[src/rtl/spi_ram_ctrl.sv]
// spi_ram_ctrl: command-decoding byte RAM downstream of the SPI slave FSM.
// Define ADDR_AUTOINC_EN for auto-incrementing read/write addresses (streaming).
module spi_ram_ctrl #(
   parameter int MEM_DEPTH = 256,
   parameter int ADDR_SIZE = 8,
   parameter int TX_HOLD   = 8
) (
   input  logic       clk,
   input  logic       rst_n,
   input  logic [9:0] rx_data,
   input  logic       rx_valid,
   output logic [7:0] tx_data,
   output logic       tx_valid,
   output logic       cmd_err
);
   localparam int CW = $clog2(TX_HOLD);
   typedef enum logic {T_IDLE, T_HOLD} state_t;
   state_t               state_q, state_d;
   logic [CW-1:0]        cnt_q, cnt_d;
   logic [ADDR_SIZE-1:0] wr_addr_q, wr_addr_d, rd_addr_q, rd_addr_d;
   logic [7:0]           tx_data_q, tx_data_d;
   logic                 rd_vld_q, rd_vld_d, cmd_err_q, cmd_err_d, rx_valid_q;
   logic [7:0]           mem [MEM_DEPTH];
   logic [1:0]           op;
   logic                 accept, mem_we, rd_ok;

   // rx_valid is a level held for several cycles; act only on its rising edge
   assign op       = rx_data[9:8];
   assign accept   = rx_valid & ~rx_valid_q;
   assign mem_we   = accept && op == 2'b01;
   assign rd_ok    = accept && op == 2'b11 && rd_vld_q;
   assign tx_data  = tx_data_q;
   assign tx_valid = state_q == T_HOLD;
   assign cmd_err  = cmd_err_q;

   always_comb begin
      wr_addr_d = (accept && op == 2'b00) ? rx_data[ADDR_SIZE-1:0] : wr_addr_q;
      rd_addr_d = (accept && op == 2'b10) ? rx_data[ADDR_SIZE-1:0] : rd_addr_q;
      rd_vld_d  = (accept && op == 2'b10) ? 1'b1 : rd_ok ? 1'b0 : rd_vld_q;
`ifdef ADDR_AUTOINC_EN
      if (mem_we) wr_addr_d = wr_addr_q + 1'b1;
      if (rd_ok) begin
         rd_addr_d = rd_addr_q + 1'b1;
         rd_vld_d  = 1'b1;
      end
`endif
      tx_data_d = rd_ok ? mem[rd_addr_q] : tx_data_q;
      cmd_err_d = accept && op == 2'b11 && !rd_vld_q;
      state_d   = rd_ok ? T_HOLD : (state_q == T_HOLD && cnt_q == '0) ? T_IDLE : state_q;
      cnt_d     = rd_ok ? CW'(TX_HOLD - 1) : (state_q == T_HOLD && cnt_q != '0) ? cnt_q - 1'b1 : cnt_q;
   end

   always_ff @(posedge clk) begin
      if (!rst_n) begin
         state_q    <= T_IDLE;
         cnt_q      <= '0;
         wr_addr_q  <= '0;
         rd_addr_q  <= '0;
         rd_vld_q   <= 1'b0;
         tx_data_q  <= '0;
         cmd_err_q  <= 1'b0;
         rx_valid_q <= 1'b0;
      end else begin
         state_q    <= state_d;
         cnt_q      <= cnt_d;
         wr_addr_q  <= wr_addr_d;
         rd_addr_q  <= rd_addr_d;
         rd_vld_q   <= rd_vld_d;
         tx_data_q  <= tx_data_d;
         cmd_err_q  <= cmd_err_d;
         rx_valid_q <= rx_valid;
      end
   end

   always_ff @(posedge clk) begin
      if (rst_n && mem_we) mem[wr_addr_q] <= rx_data[7:0];
   end
endmodule
[config.mk]
export PLATFORM = sky130hd
export DESIGN_NAME = spi_ram_ctrl
export DESIGN_NICKNAME = d
export VERILOG_FILES = /design/src/rtl/spi_ram_ctrl.sv
export SDC_FILE = /design/constraint.sdc
export NUM_CORES = 2
export LEC_CHECK = 0
export CAP_MARGIN = 25
export CORE_MARGIN = 4
export CORE_UTILIZATION = 55
export DETAILED_ROUTE_END_ITERATION = 8
export PLACE_DENSITY = 0.77
export RECOVER_POWER = 50
export SETUP_SLACK_MARGIN = 0.05
export SYNTH_ARGS = -nofsm -noshare
export SYNTH_HDL_FRONTEND = slang
export SYNTH_SLANG_ARGS = --single-unit
export TNS_END_PERCENT = 10
[constraint.sdc]
create_clock -name clk -period 4.7 [get_ports clk]
set_clock_uncertainty 0.05 [all_clocks]
set_input_delay 0.705 -clock clk [delete_from_list [all_inputs] [get_ports clk]]
set_output_delay 0.705 -clock clk [all_outputs]
set_load 0.01 [all_outputs]
* After elaboration in Yosys (flattened, before gate mapping)
Memory sizes are Yosys's and may differ from the RTL's. A register that Yosys moved wholly into a read port is not among the register bits.
Index checks and enable logic that the tools add are counted.
** Storage, ports and cells
- RAM bits :: 2048
- Memories kept :: 1
- Register bits :: 23
- Input port bits :: 13
- Word-level logic and storage cells :: 39
- Output and inout port bits :: 10
** Memories
- mem :: words 256, width 8, rd ports 1, clocked after Yosys merged registers in 1, write ports 1, RTL line 23 : logic [7:0] mem [MEM_DEPTH];
** Operators by class
- Add/sub/neg operators :: 1
- Multiplexer cells :: 8
- Equality and inequality tests :: 3
- Bitwise logic cells :: 2
- Reduce and logical (&&, ||, !) cells :: 17
** Operators by type and width (count)
- $logic_and A1 B1 Y1 :: 9
- $mux W1 :: 6
- $mux W3 :: 2
- $reduce_bool A2 Y1 :: 3
- $eq A2 B2 Y1 const B :: 2
- $logic_not A3 Y1 :: 1
- $reduce_bool A3 Y1 :: 1
- $sub A3 B1 Y3 const B :: 1
- $eq A2 B1 Y1 const B :: 1
- $logic_not A1 Y1 :: 2
- $logic_not A2 Y1 :: 1
- $and A1 B1 Y1 :: 1
- $not A1 Y1 :: 1

* Longest topological paths before layout
- Depth in word-level cells :: 6
- Mapped depth :: 12
- Gate-level depth less buffers :: 7

* Worst setup path before layout
OpenSTA, ideal clock, no wires.
- Path kind :: input-to-reg
- From :: input rst_n
- To :: memory mem[220][0] (enable)
- Data arrival time :: 2343 ps
- Setup time :: 370 ps
- Stages :: 7
- Path buffers :: 1
- Path slack :: 1936 ps
- Required time :: 4280 ps
- Cell sequence :: and2_1 -> nand2_1 -> nor3_1 -> nor3b_1 -> nand3_1 -> clkbuf_1 -> nor2_1
** Between the ends
- Longest elaborated chain between the ends :: 3
** RTL lines
- from (decl) :: RTL line 9 : input logic rst_n,
- $logic_and A1 B1 Y1 :: RTL line 76 : if (rst_n && mem_we) mem[wr_addr_q] <= rx_data[7:0];
- $mux W1 :: RTL line 76
- $mux W1 (not written as such) :: RTL line 76
- to (decl) :: RTL line 23
No other way between the ends.

* Worst setup path after layout
- From :: input rx_data[3]
- To :: memory mem[185][3], data pin
** RTL lines
- from (decl) :: RTL line 10 : input logic [9:0] rx_data,
Straight into the memory's write port.

==> results.json <==
{
  "ys_types": 77,
  "ctsHoldBuffers": 0,
  "period_minus_slack_ps": 4080,
  "slowest_delay_ps": 2020,
  "maxSlewViolCount": 1342,
  "hold_viol": 0,
  "holdPathStages": 1,
  "slowest_stage": "clkbuf_2",
  "die_x_um": 392,
  "drt-wirelength-per-cell_um": 32.2,
  "drcViolationCount": 0,
  "p_leak_nw": 27.3,
  "fp.dieH_um": 392,
  "syn_area_per_cell_sq_um": 20.6,
  "start_kind": "primary input",
  "timing.rr.end": "tx_data[0]",
  "cpMostUsedCell": "clkbuf_2",
  "r2r.worst_path.cells": 9,
  "min_to": "cmd_err",
  "cp-end-kind": "flop",
  "clock.fmax_mhz": 245,
  "rsz0062_at_grt": "false",
  "hpwl_um": 121000,
  "period_share_pct": 86.9,
  "synth_cells": 3947,
  "cts_made_buffers": 192,
  "grt_usage_pct": 26.6,
  "path_max_fanout": 132,
  "ys_async_sr_fraction_pct": 0,
  "final_cell_mix": "2048 x edfxtp_1, 398 x mux4_2, 296 x nor2_1",
  "criticalPathCategory": "in2reg",
  "worstMarginPinSlew_ps": 4090,
  "cts_tree": "built",
  "fillCellCount": 9702,
  "setup_violations": 0,
  "numClockSinks": 2079,
  "drt_iter0_drc": 5859,
  "hold_path.class": "reg2reg",
  "reg2reg_slack_ps": 770,
  "synth-edff-count": 2048,
  "grt_antenna_before_repair": 4,
  "port_buffers": 22,
  "dr.pass1.iters": 6,
  "grt_pass1_vias": 41700,
  "crit_chain": "clkbuf_2 -> clkbuf_2",
  "slew_headroom_pct": -173,
  "synth_area_sq_um": 81100,
  "power.density_nw_per_um2": 404,
  "ys_ff_latch": 2079,
  "drive_above_1_share_pct": 21.1,
  "violations": "capacitance limit, slew limit",
  "cts_resized": 0,
  "path_clk_slew_ps": 60,
  "initial_core_util_pct": 55.5,
  "yosysSeqAreaShare_pct": 76.6,
  "fin_ws_ps": 617,
  "min-delay-start": "rx_valid_q",
  "synth_flop_cell": "edfxtp_1",
  "ant_nets": 0,
  "grt_overflow_total": 0,
  "cap_viol_max_count": 17,
  "critPathRequiredTime_ps": 5040,
  "arrival_ps": 4420,
  "grt_max_degree": 133,
  "post-place-ws_ps": 426,
  "syn2layout_area_growth_pct": 11.1,
  "yosys_warnings": 0,
  "status": "finished with violations",
  "root_buffer": "clkbuf_16",
  "fp-row-count": 140,
  "timing.rr.start": "rd_addr_q[0]",
  "path_delay_family": "buffers and inverters",
  "final.setup.tns_ps": 0,
  "core_sq_um": 146000,
  "wl_um": 201000,
  "h-tree-depth": 4,
  "clockBufferDepth": 3,
  "multi_input_area_sq_um": 17400,
  "vias": 41700,
  "cp_num_buf_inv": 2,
  "post-cts-setup-buffers": 0,
  "ios": 23,
  "syn_nets": 3962,
  "regArea_sq_um": 62100,
  "layout_commonest_cell": "edfxtp_1",
  "die_area_sq_um": 154000,
  "grt_pass1_wl_um": 294000,
  "gp_congestion": 0.949,
  "layout.nets": 4180,
  "insertion_delay_ps": 830,
  "routed_via_density": 6.67,
  "ir_drop_mv": 0.350
}
## per-layer routing
layer	routed length, um	global-route usage [%]	vias to the layer above	part of all wire [%]
met5	23	0	-	0.011
met4	10500	11.9	4	5.2
met3	24700	7.12	542	12
met2	93000	40.0	2925	46
met1	72800	37.0	21400	36
li1	-	-	16800	-
## stage by stage
stage	power, mW	util [%]	cells	hold WS (ps)	instance area, sq um
4_1_cts	36.5	61.8	6238	323	90200
3_5_place_dp	21.8	57.7	5884	423	84300
6_report	36.4	61.7	6243	439	90100
3_3_place_gp	21.8	57.7	5884	428	84300
5_1_grt	37.5	61.7	6242	486	90100
2_1_floorplan	21.3	-	3947	385	81100
## cells by family after synthesis
group                    Yosys count  synth area share (%)
flip-flops                      2079                  76.6
multiplexers                     689                  15.2
AND/OR/NAND/NOR                  593                  3.10
AO/OA/AOI/OAI                    348                  3.04
buffers and inverters            235                  2.00
adder cells (fa/ha/maj)            2                0.0308
XOR/XNOR                           1                0.0108
## cells in the mapped netlist, drive strengths merged (9+ instances only)
cell	n	area share, %
nand2	154	0.71
mux4	428	12
o221ai	49	0.54
a211oi	28	0.26
a31oi	9	0.069
nor2b	11	0.085
dfxtp	31	0.77
a22oi	34	0.31
a21oi	28	0.17
nor2	299	1.4
buf	140	1.4
nor3	34	0.21
clkbuf	84	0.48
mux2i	260	3.2
o21ai	44	0.27
nand3	37	0.23
a21boi	21	0.19
edfxtp	2048	76
nand4	10	0.077
a2111oi	12	0.14
and2	13	0.10
o22ai	78	0.60
## area by class of cell
class,instances,share of cell area [%]
flip-flops and latches,2079,68.9
multi-input cells,1633,19.3
clock buffers,240,5.61
well taps,1917,2.66
repair buffers,251,2.42
clock inverters,114,1.02
inverters,8,0.0389
diodes,1,0.00278
## flip-flops by register name (all words and copies together), names as in the netlist
signal and cells:
tx_valid 1, rx_valid_q 1, cmd_err 1, rd_addr_q 8, cnt_q 3, rd_vld_q 1
mem 2048, wr_addr_q 8, tx_data 8
## worst max-delay path by stage
stage	endpoint	slack [ps]	cells past startpoint	from
2_1_floorplan	mem[220][0]	1940	7	rst_n
3_3_place_gp	mem[194][1]	460	9	rx_valid
3_5_place_dp	mem[226][4]	430	9	rst_n
4_1_cts	tx_data[1]	640	8	rd_addr_q[0]
5_1_grt	mem[184][3]	390	2	rx_data[3]
6_report	mem[185][3]	620	2	rx_data[3]
## power by group
group / total [mW] / internal (mW) / leakage (nW) / switching [mW]
logic: 1.03 / 0.307 / 5.73 / 0.727
registers: 20.4 / 20.4 / 18.7 / 0.0246
clock network: 15.0 / 8.25 / 2.93 / 6.74
total: 36.4 / 28.9 / 27.3 / 7.49
(Power assumes the default switching activity.)
